`src/rtl/fifo_pkg.sv`:
```
// -----------------------------------------------------------------------------
// fifo_pkg
// Shared definitions for the flexible FIFO used as the TX/RX buffer between
// the SPI shift engine and the user-side logic.
//   fifo_mode_e : read-path mode (registered read or first-word-fall-through)
//   ptr_width() : pointer width for a given depth (address bits + wrap bit)
//   SPI_*       : default geometry for the SPI TX/RX instances
// -----------------------------------------------------------------------------
package fifo_pkg;

    typedef enum int {
        FIFO_STD  = 0,
        FIFO_FWFT = 1
    } fifo_mode_e;

    // Pointers carry one extra bit so full and empty can be told apart.
    function automatic int ptr_width(input int depth);
        return $clog2(depth) + 1;
    endfunction

    localparam int SPI_FIFO_WIDTH     = 8;
    localparam int SPI_FIFO_DEPTH     = 8;
    localparam int SPI_TX_MODE        = int'(FIFO_STD);
    localparam int SPI_RX_MODE        = int'(FIFO_FWFT);
    localparam int SPI_FIFO_AF_THRESH = SPI_FIFO_DEPTH - 2;
    localparam int SPI_FIFO_AE_THRESH = 1;

endpackage

```
`src/rtl/fifo_flex_mem.sv`:
```
// -----------------------------------------------------------------------------
// fifo_flex_mem
// Simple dual-port storage for fifo_flex. One synchronous write port and one
// read port that is either synchronous (registered, BRAM-friendly) or
// asynchronous (LUTRAM-style), chosen by ASYNC_READ.
//   clk      : clock
//   wr_en    : write strobe
//   wr_addr  : write address
//   wr_data  : write data
//   rd_en    : read strobe (synchronous mode only)
//   rd_addr  : read address
//   rd_data  : read data (registered or combinational)
// Contents are never reset.
// -----------------------------------------------------------------------------
module fifo_flex_mem #(
    parameter int WIDTH      = 8,
    parameter int DEPTH      = 8,
    parameter int ADDR_W     = $clog2(DEPTH),
    parameter bit ASYNC_READ = 1'b0
) (
    input  logic              clk,
    input  logic              wr_en,
    input  logic [ADDR_W-1:0] wr_addr,
    input  logic [WIDTH-1:0]  wr_data,
    input  logic              rd_en,
    input  logic [ADDR_W-1:0] rd_addr,
    output logic [WIDTH-1:0]  rd_data
);

    logic [WIDTH-1:0] mem_q [DEPTH];

    always_ff @(posedge clk) begin
        if (wr_en) begin
            mem_q[wr_addr] <= wr_data;
        end
    end

    generate
        if (ASYNC_READ) begin : g_async_rd
            assign rd_data = mem_q[rd_addr];
            // Read strobe has no meaning for a combinational read port.
            logic unused_rd_en;
            assign unused_rd_en = rd_en;
        end else begin : g_sync_rd
            logic [WIDTH-1:0] rd_data_q;
            always_ff @(posedge clk) begin
                if (rd_en) begin
                    rd_data_q <= mem_q[rd_addr];
                end
            end
            assign rd_data = rd_data_q;
        end
    endgenerate

endmodule

```
`src/rtl/fifo_flex.sv`:
```
// -----------------------------------------------------------------------------
// fifo_flex
// Parametrised synchronous FIFO with optional first-word-fall-through read,
// occupancy count, almost-full/almost-empty flags and sticky error flags.
//   clk, rst     : clock, asynchronous active-high reset
//   writeData    : word to push          writeEn : push request
//   readEn       : pop request (acknowledge in FWFT mode)
//   readData     : popped word (FWFT=0) or head word (FWFT=1)
//   errClr       : clears overflow/underflow
//   full, empty, almostFull, almostEmpty, count : occupancy status
//   overflow     : sticky, push attempted while full
//   underflow    : sticky, pop attempted while empty
// Status outputs are decoded from the pointer registers, so they follow an
// accepted push/pop one cycle after the accepting edge.
// -----------------------------------------------------------------------------
module fifo_flex
    import fifo_pkg::*;
#(
    parameter int WIDTH     = 8,
    parameter int DEPTH     = 8,
    parameter int FWFT      = 0,
    parameter int AF_THRESH = DEPTH - 2,
    parameter int AE_THRESH = 1
) (
    input  logic                     clk,
    input  logic                     rst,
    input  logic [WIDTH-1:0]         writeData,
    input  logic                     writeEn,
    input  logic                     readEn,
    output logic [WIDTH-1:0]         readData,
    input  logic                     errClr,
    output logic                     full,
    output logic                     empty,
    output logic                     almostFull,
    output logic                     almostEmpty,
    output logic [$clog2(DEPTH):0]   count,
    output logic                     overflow,
    output logic                     underflow
);

    localparam int ADDR_W = $clog2(DEPTH);
    localparam int PTR_W  = ptr_width(DEPTH);
    localparam bit FWFT_MODE = (FWFT == int'(FIFO_FWFT));

    // Elaboration-time parameter checks.
    generate
        if (DEPTH < 2 || (DEPTH & (DEPTH - 1)) != 0) begin : g_bad_depth
            $error("fifo_flex: DEPTH must be a power of two >= 2");
        end
        if (AF_THRESH < 1 || AF_THRESH > DEPTH) begin : g_bad_af
            $error("fifo_flex: AF_THRESH out of range 1..DEPTH");
        end
        if (AE_THRESH < 0 || AE_THRESH > DEPTH - 1) begin : g_bad_ae
            $error("fifo_flex: AE_THRESH out of range 0..DEPTH-1");
        end
        if (FWFT != int'(FIFO_STD) && FWFT != int'(FIFO_FWFT)) begin : g_bad_mode
            $error("fifo_flex: FWFT must be 0 or 1");
        end
    endgenerate

    localparam logic [PTR_W-1:0] DEPTH_C = PTR_W'(DEPTH);
    localparam logic [PTR_W-1:0] AF_C    = PTR_W'(AF_THRESH);
    localparam logic [PTR_W-1:0] AE_C    = PTR_W'(AE_THRESH);

    logic [PTR_W-1:0] wr_ptr_q, wr_ptr_d;
    logic [PTR_W-1:0] rd_ptr_q, rd_ptr_d;
    logic             overflow_q, overflow_d;
    logic             underflow_q, underflow_d;
    logic [PTR_W-1:0] count_w;
    logic             push_ok;
    logic             pop_ok;
    logic [WIDTH-1:0] mem_rdata;

    // Occupancy: pointer difference modulo 2*DEPTH.
    assign count_w     = wr_ptr_q - rd_ptr_q;
    assign count       = count_w;
    assign full        = (count_w == DEPTH_C);
    assign empty       = (count_w == '0);
    assign almostFull  = (count_w >= AF_C);
    assign almostEmpty = (count_w <= AE_C);

    assign push_ok = writeEn && !full;
    assign pop_ok  = readEn && !empty;

    always_comb begin
        wr_ptr_d = wr_ptr_q;
        rd_ptr_d = rd_ptr_q;
        if (push_ok) begin
            wr_ptr_d = wr_ptr_q + PTR_W'(1);
        end
        if (pop_ok) begin
            rd_ptr_d = rd_ptr_q + PTR_W'(1);
        end
    end

    // Sticky errors; a new error in the same cycle as errClr wins.
    always_comb begin
        overflow_d  = (writeEn && full) || (overflow_q && !errClr);
        underflow_d = (readEn && empty) || (underflow_q && !errClr);
    end

    always_ff @(posedge clk or posedge rst) begin
        if (rst) begin
            wr_ptr_q    <= '0;
            rd_ptr_q    <= '0;
            overflow_q  <= 1'b0;
            underflow_q <= 1'b0;
        end else begin
            wr_ptr_q    <= wr_ptr_d;
            rd_ptr_q    <= rd_ptr_d;
            overflow_q  <= overflow_d;
            underflow_q <= underflow_d;
        end
    end

    assign overflow  = overflow_q;
    assign underflow = underflow_q;

    // A push never targets the head slot while it holds live data (that would
    // require full, and pushes are rejected when full), so there is no
    // read/write collision on the memory.
    fifo_flex_mem #(
        .WIDTH      (WIDTH),
        .DEPTH      (DEPTH),
        .ADDR_W     (ADDR_W),
        .ASYNC_READ (FWFT_MODE)
    ) u_mem (
        .clk     (clk),
        .wr_en   (push_ok),
        .wr_addr (wr_ptr_q[ADDR_W-1:0]),
        .wr_data (writeData),
        .rd_en   (pop_ok),
        .rd_addr (rd_ptr_q[ADDR_W-1:0]),
        .rd_data (mem_rdata)
    );

    generate
        if (FWFT_MODE) begin : g_fwft
            // Head word straight from the memory; forced to zero while empty
            // so reset shows readData = 0 without a separate register.
            assign readData = empty ? '0 : mem_rdata;
        end else begin : g_std
            // The memory read register carries no reset (keeps it inferable as
            // block RAM). rd_valid marks whether it has been loaded since
            // reset, giving readData = 0 out of reset, asynchronously.
            logic rd_valid_q, rd_valid_d;

            always_comb begin
                rd_valid_d = rd_valid_q || pop_ok;
            end

            always_ff @(posedge clk or posedge rst) begin
                if (rst) begin
                    rd_valid_q <= 1'b0;
                end else begin
                    rd_valid_q <= rd_valid_d;
                end
            end

            assign readData = rd_valid_q ? mem_rdata : '0;
        end
    endgenerate

endmodule

```
`config.mk`:
```
export PLATFORM = sky130hd
export DESIGN_NAME = fifo_flex
export DESIGN_NICKNAME = d
export VERILOG_FILES = /design/src/rtl/fifo_pkg.sv /design/src/rtl/fifo_flex_mem.sv /design/src/rtl/fifo_flex.sv
export SDC_FILE = /design/constraint.sdc
export NUM_CORES = 1
export LEC_CHECK = 0
export CELL_PAD_IN_SITES_DETAIL_PLACEMENT = 1
export CELL_PAD_IN_SITES_GLOBAL_PLACEMENT = 2
export CORE_UTILIZATION = 42
export CTS_CLUSTER_SIZE = 20
export DETAILED_ROUTE_END_ITERATION = 10
export PLACE_DENSITY = 0.85
export SYNTH_ARGS = -nofsm -noshare
export SYNTH_HDL_FRONTEND = slang
export SYNTH_SLANG_ARGS = --single-unit
```
`constraint.sdc`:
```
create_clock -name clk -period 3.4 [get_ports clk]
set_input_delay 0.85 -clock clk [delete_from_list [all_inputs] [get_ports clk]]
set_output_delay 0.85 -clock clk [all_outputs]
set_load 0.01 [all_outputs]
```
==> reports/results.tsv <==
metric	value	unit
post_drt_wl_per_cell	19.81	um
nNetsFinal	273	
synthCells	206	
crit_start	rd_ptr_q[1]	
setup_viol	0	
ctsRootBufferMaster	clkbuf_8	
ant_nets	0	
netlist_area	0.003435	mm2
grt_overflow	0	
rows	32	
synth_area_leaders	edfxtp_1 (63%), mux4_2 (10%), dfrtp_1 (8.0%)	
irDropWorstVdd	0.0004021	V
clock_latency	0.35	ns
max_freq	301.2	MHz
syn2layout_area_growth	22.81	%
rsz0062_at_grt	true	
cts_buffers	9	
synthSimpleGateAreaFrac	8.634	%
timing.final.crit_share	97.65	%
reg2reg_slack	0.55	ns
port_buffers	30	
cts_tree	built	
synth_area_per_cell	16.67	um2
grt_max_degree	20	
yosysSeqAreaShare	70.97	%
arrival	2.47	ns
drt-total-wl	7151	um
yosysTopAreaCell	edfxtp_1	
final_common_cell	edfxtp_1	
drtIter0Drc	107	
drive_above_1_share	23.17	%
drt_first_pass_iters	4	
crit_path_cell_trace	inv_1 > ha_1 > and3b_2 > or3_4 > nand2_4 > clkdlybuf4s50_1	
final_max_slew_viol_count	0	
worstSetupStartpointType	register	
p_per_area	1025	mW/mm2
drc	0	
dp_hpwl	4607	um
ys_ff_latch	83	
synth-xor-area-share	2.040	%
diodes	0	
final_hold_viol_count	0	
max-slew-margin-rel	35.57	%
syn_nets	225	
n_fill_cell	752	
whs	0.5248	ns
fin_crit	3.320	ns
synth_top_area_share	62.95	%
synth_edf_count	72	
cp-end-kind	output pin	
rr_startpoint	rd_ptr_q[0]	
io_pins	31	
status	complete, no violations	
critPathSlowestCell	clkdlybuf4s50_1	
tightest_slew	0.9629	ns
leakage	1.523	nW
synth_compound_area_share	2.769	%
die_h	92.43	um
die_w	92.43	um
cp.required	2.55	ns
multiInputGateArea	974.7	um2
cp_num_buf_inv	2	
coreArea	0.007807	mm2
viasPerCell	5.277	
start_util	43.99	%
synth_top_flop_cell	edfxtp_1	
slowest_delay	0.54	ns
register_area	0.002439	mm2
path_max_fanout	5	
clock_skew	0.01268	ns
die_area	0.008543	mm2
grtUsageTotal	18.59	%
synth_mux_area_share	11.15	%
async_flop_share	13.25	%
crit_type	reg -> out	
hold_path.startpoint	underflow	
p_total	0.004321	W
mostFrequentLayoutCells	edfxtp_1 (72), clkdlybuf4s50_1 (28), nand2_1 (25), mux4_2 (16), buf_4 (14)	
cts_max_level	3	
grt_pass1_vias	2053	
hold_path.class	reg -> reg	
clk_pin_slew	0.10	ns
cts_max_path_buffers	2	
grt_pass1_wl	11310	um
cap_viol_max_count	0	
synth_cell_type_count	34	
ctsHoldBuffers	0	
synth_top_family_by_area	multiplexers	
cts.sinks	83	
grt_antenna_before_repair	0	
num_vias	1905	
path_delay_family	simple AND/OR/NAND/NOR gates	
yosysWarnings	0	
synth_fa_ha_area_share	2.404	%
gp_congestion	0.7562	
final_core_util	54.02	%
-- sequential cells by signal, indices dropped and copies added, names as in the netlist --
name,flops
g_std.rd_valid_q,1
underflow,1
rd_ptr_q,4
wr_ptr_q,4
overflow,1
u_mem.rd_data,8
u_mem.mem_q,64
-- worst paths after layout --
kind / to / depth (start not counted)
max: count[3] / 6
min: underflow / 1
max reg2reg: u_mem.mem_q[5][5] / 8
min reg2reg: underflow / 1
max in group asynchronous: wr_ptr_q[1] / 2
min in group asynchronous: wr_ptr_q[3] / 2
-- final cells by class --
type,instances,area share (%)
clock buffer,9,2.937
clock inverter,7,2.492
inverter,11,0.9789
multi-input combinational,105,23.11
sequential,83,57.82
tap,102,3.026
timing repair buffer,44,9.641
-- stage by stage --
step	std cells	setup TNS [ns]	worst slack [ns]	cell area, um2
after floorplan	206	0	0.1660	3435
after global placement	344	0	0.3423	3931
after detailed placement	344	0	0.2716	3931
after CTS	360	0	0.01194	4179
after global routing	361	-0.007736	-0.007736	4218
final	361	0	0.07991	4218
-- cell usage after synthesis (2+ instances only) --
cell      count
buf_2         2
nand3_1       5
nor3_1        7
inv_1        10
xnor2_1       5
ha_1          5
and2_1        8
o211ai_1      2
nor2_1        6
edfxtp_1     72
mux4_2       16
clkbuf_1      4
o31ai_1       2
nand2b_1      2
xor2_1        3
a21oi_1       2
a22o_1        2
dfrtp_1      11
nand2_1      26
nand4_1       2
-- layer usage --
| layer | vias to the layer above | share of wire, % | global-route usage (%) |
|---|---|---|---|
| li1 | 868 | - | - |
| met1 | 983 | 44 | 23.96 |
| met2 | 45 | 50 | 30.99 |
| met3 | 9 | 3.7 | 3.284 |
| met4 | 0 | 1.6 | 8.073 |
| met5 | - | 0 | 0 |
-- cell families after synthesis --
logic type / count (synthesis)
AO/OA/AOI/OAI: 12
AND/OR/NAND/NOR: 61
XOR/XNOR: 8
adder cells (fa/ha/maj): 6
buffers and inverters: 18
multiplexers: 18
flip-flops: 83
-- power by group --
part           leakage [nW]  total [W]  switching (W)  internal (W)
clock                 0.113   0.000808       0.000382      0.000427
combinational         0.621    0.00203        0.00105      0.000979
sequential            0.790    0.00148      0.0000952       0.00139
-- repair_timing --
item / CTS / global route
pin swaps: 0 / 1
resized for setup: 6 / 6
endpoints found under the setup margin: 4 / 4
setup buffers: 0 / 1
Power figures use the tool's default switching activity.
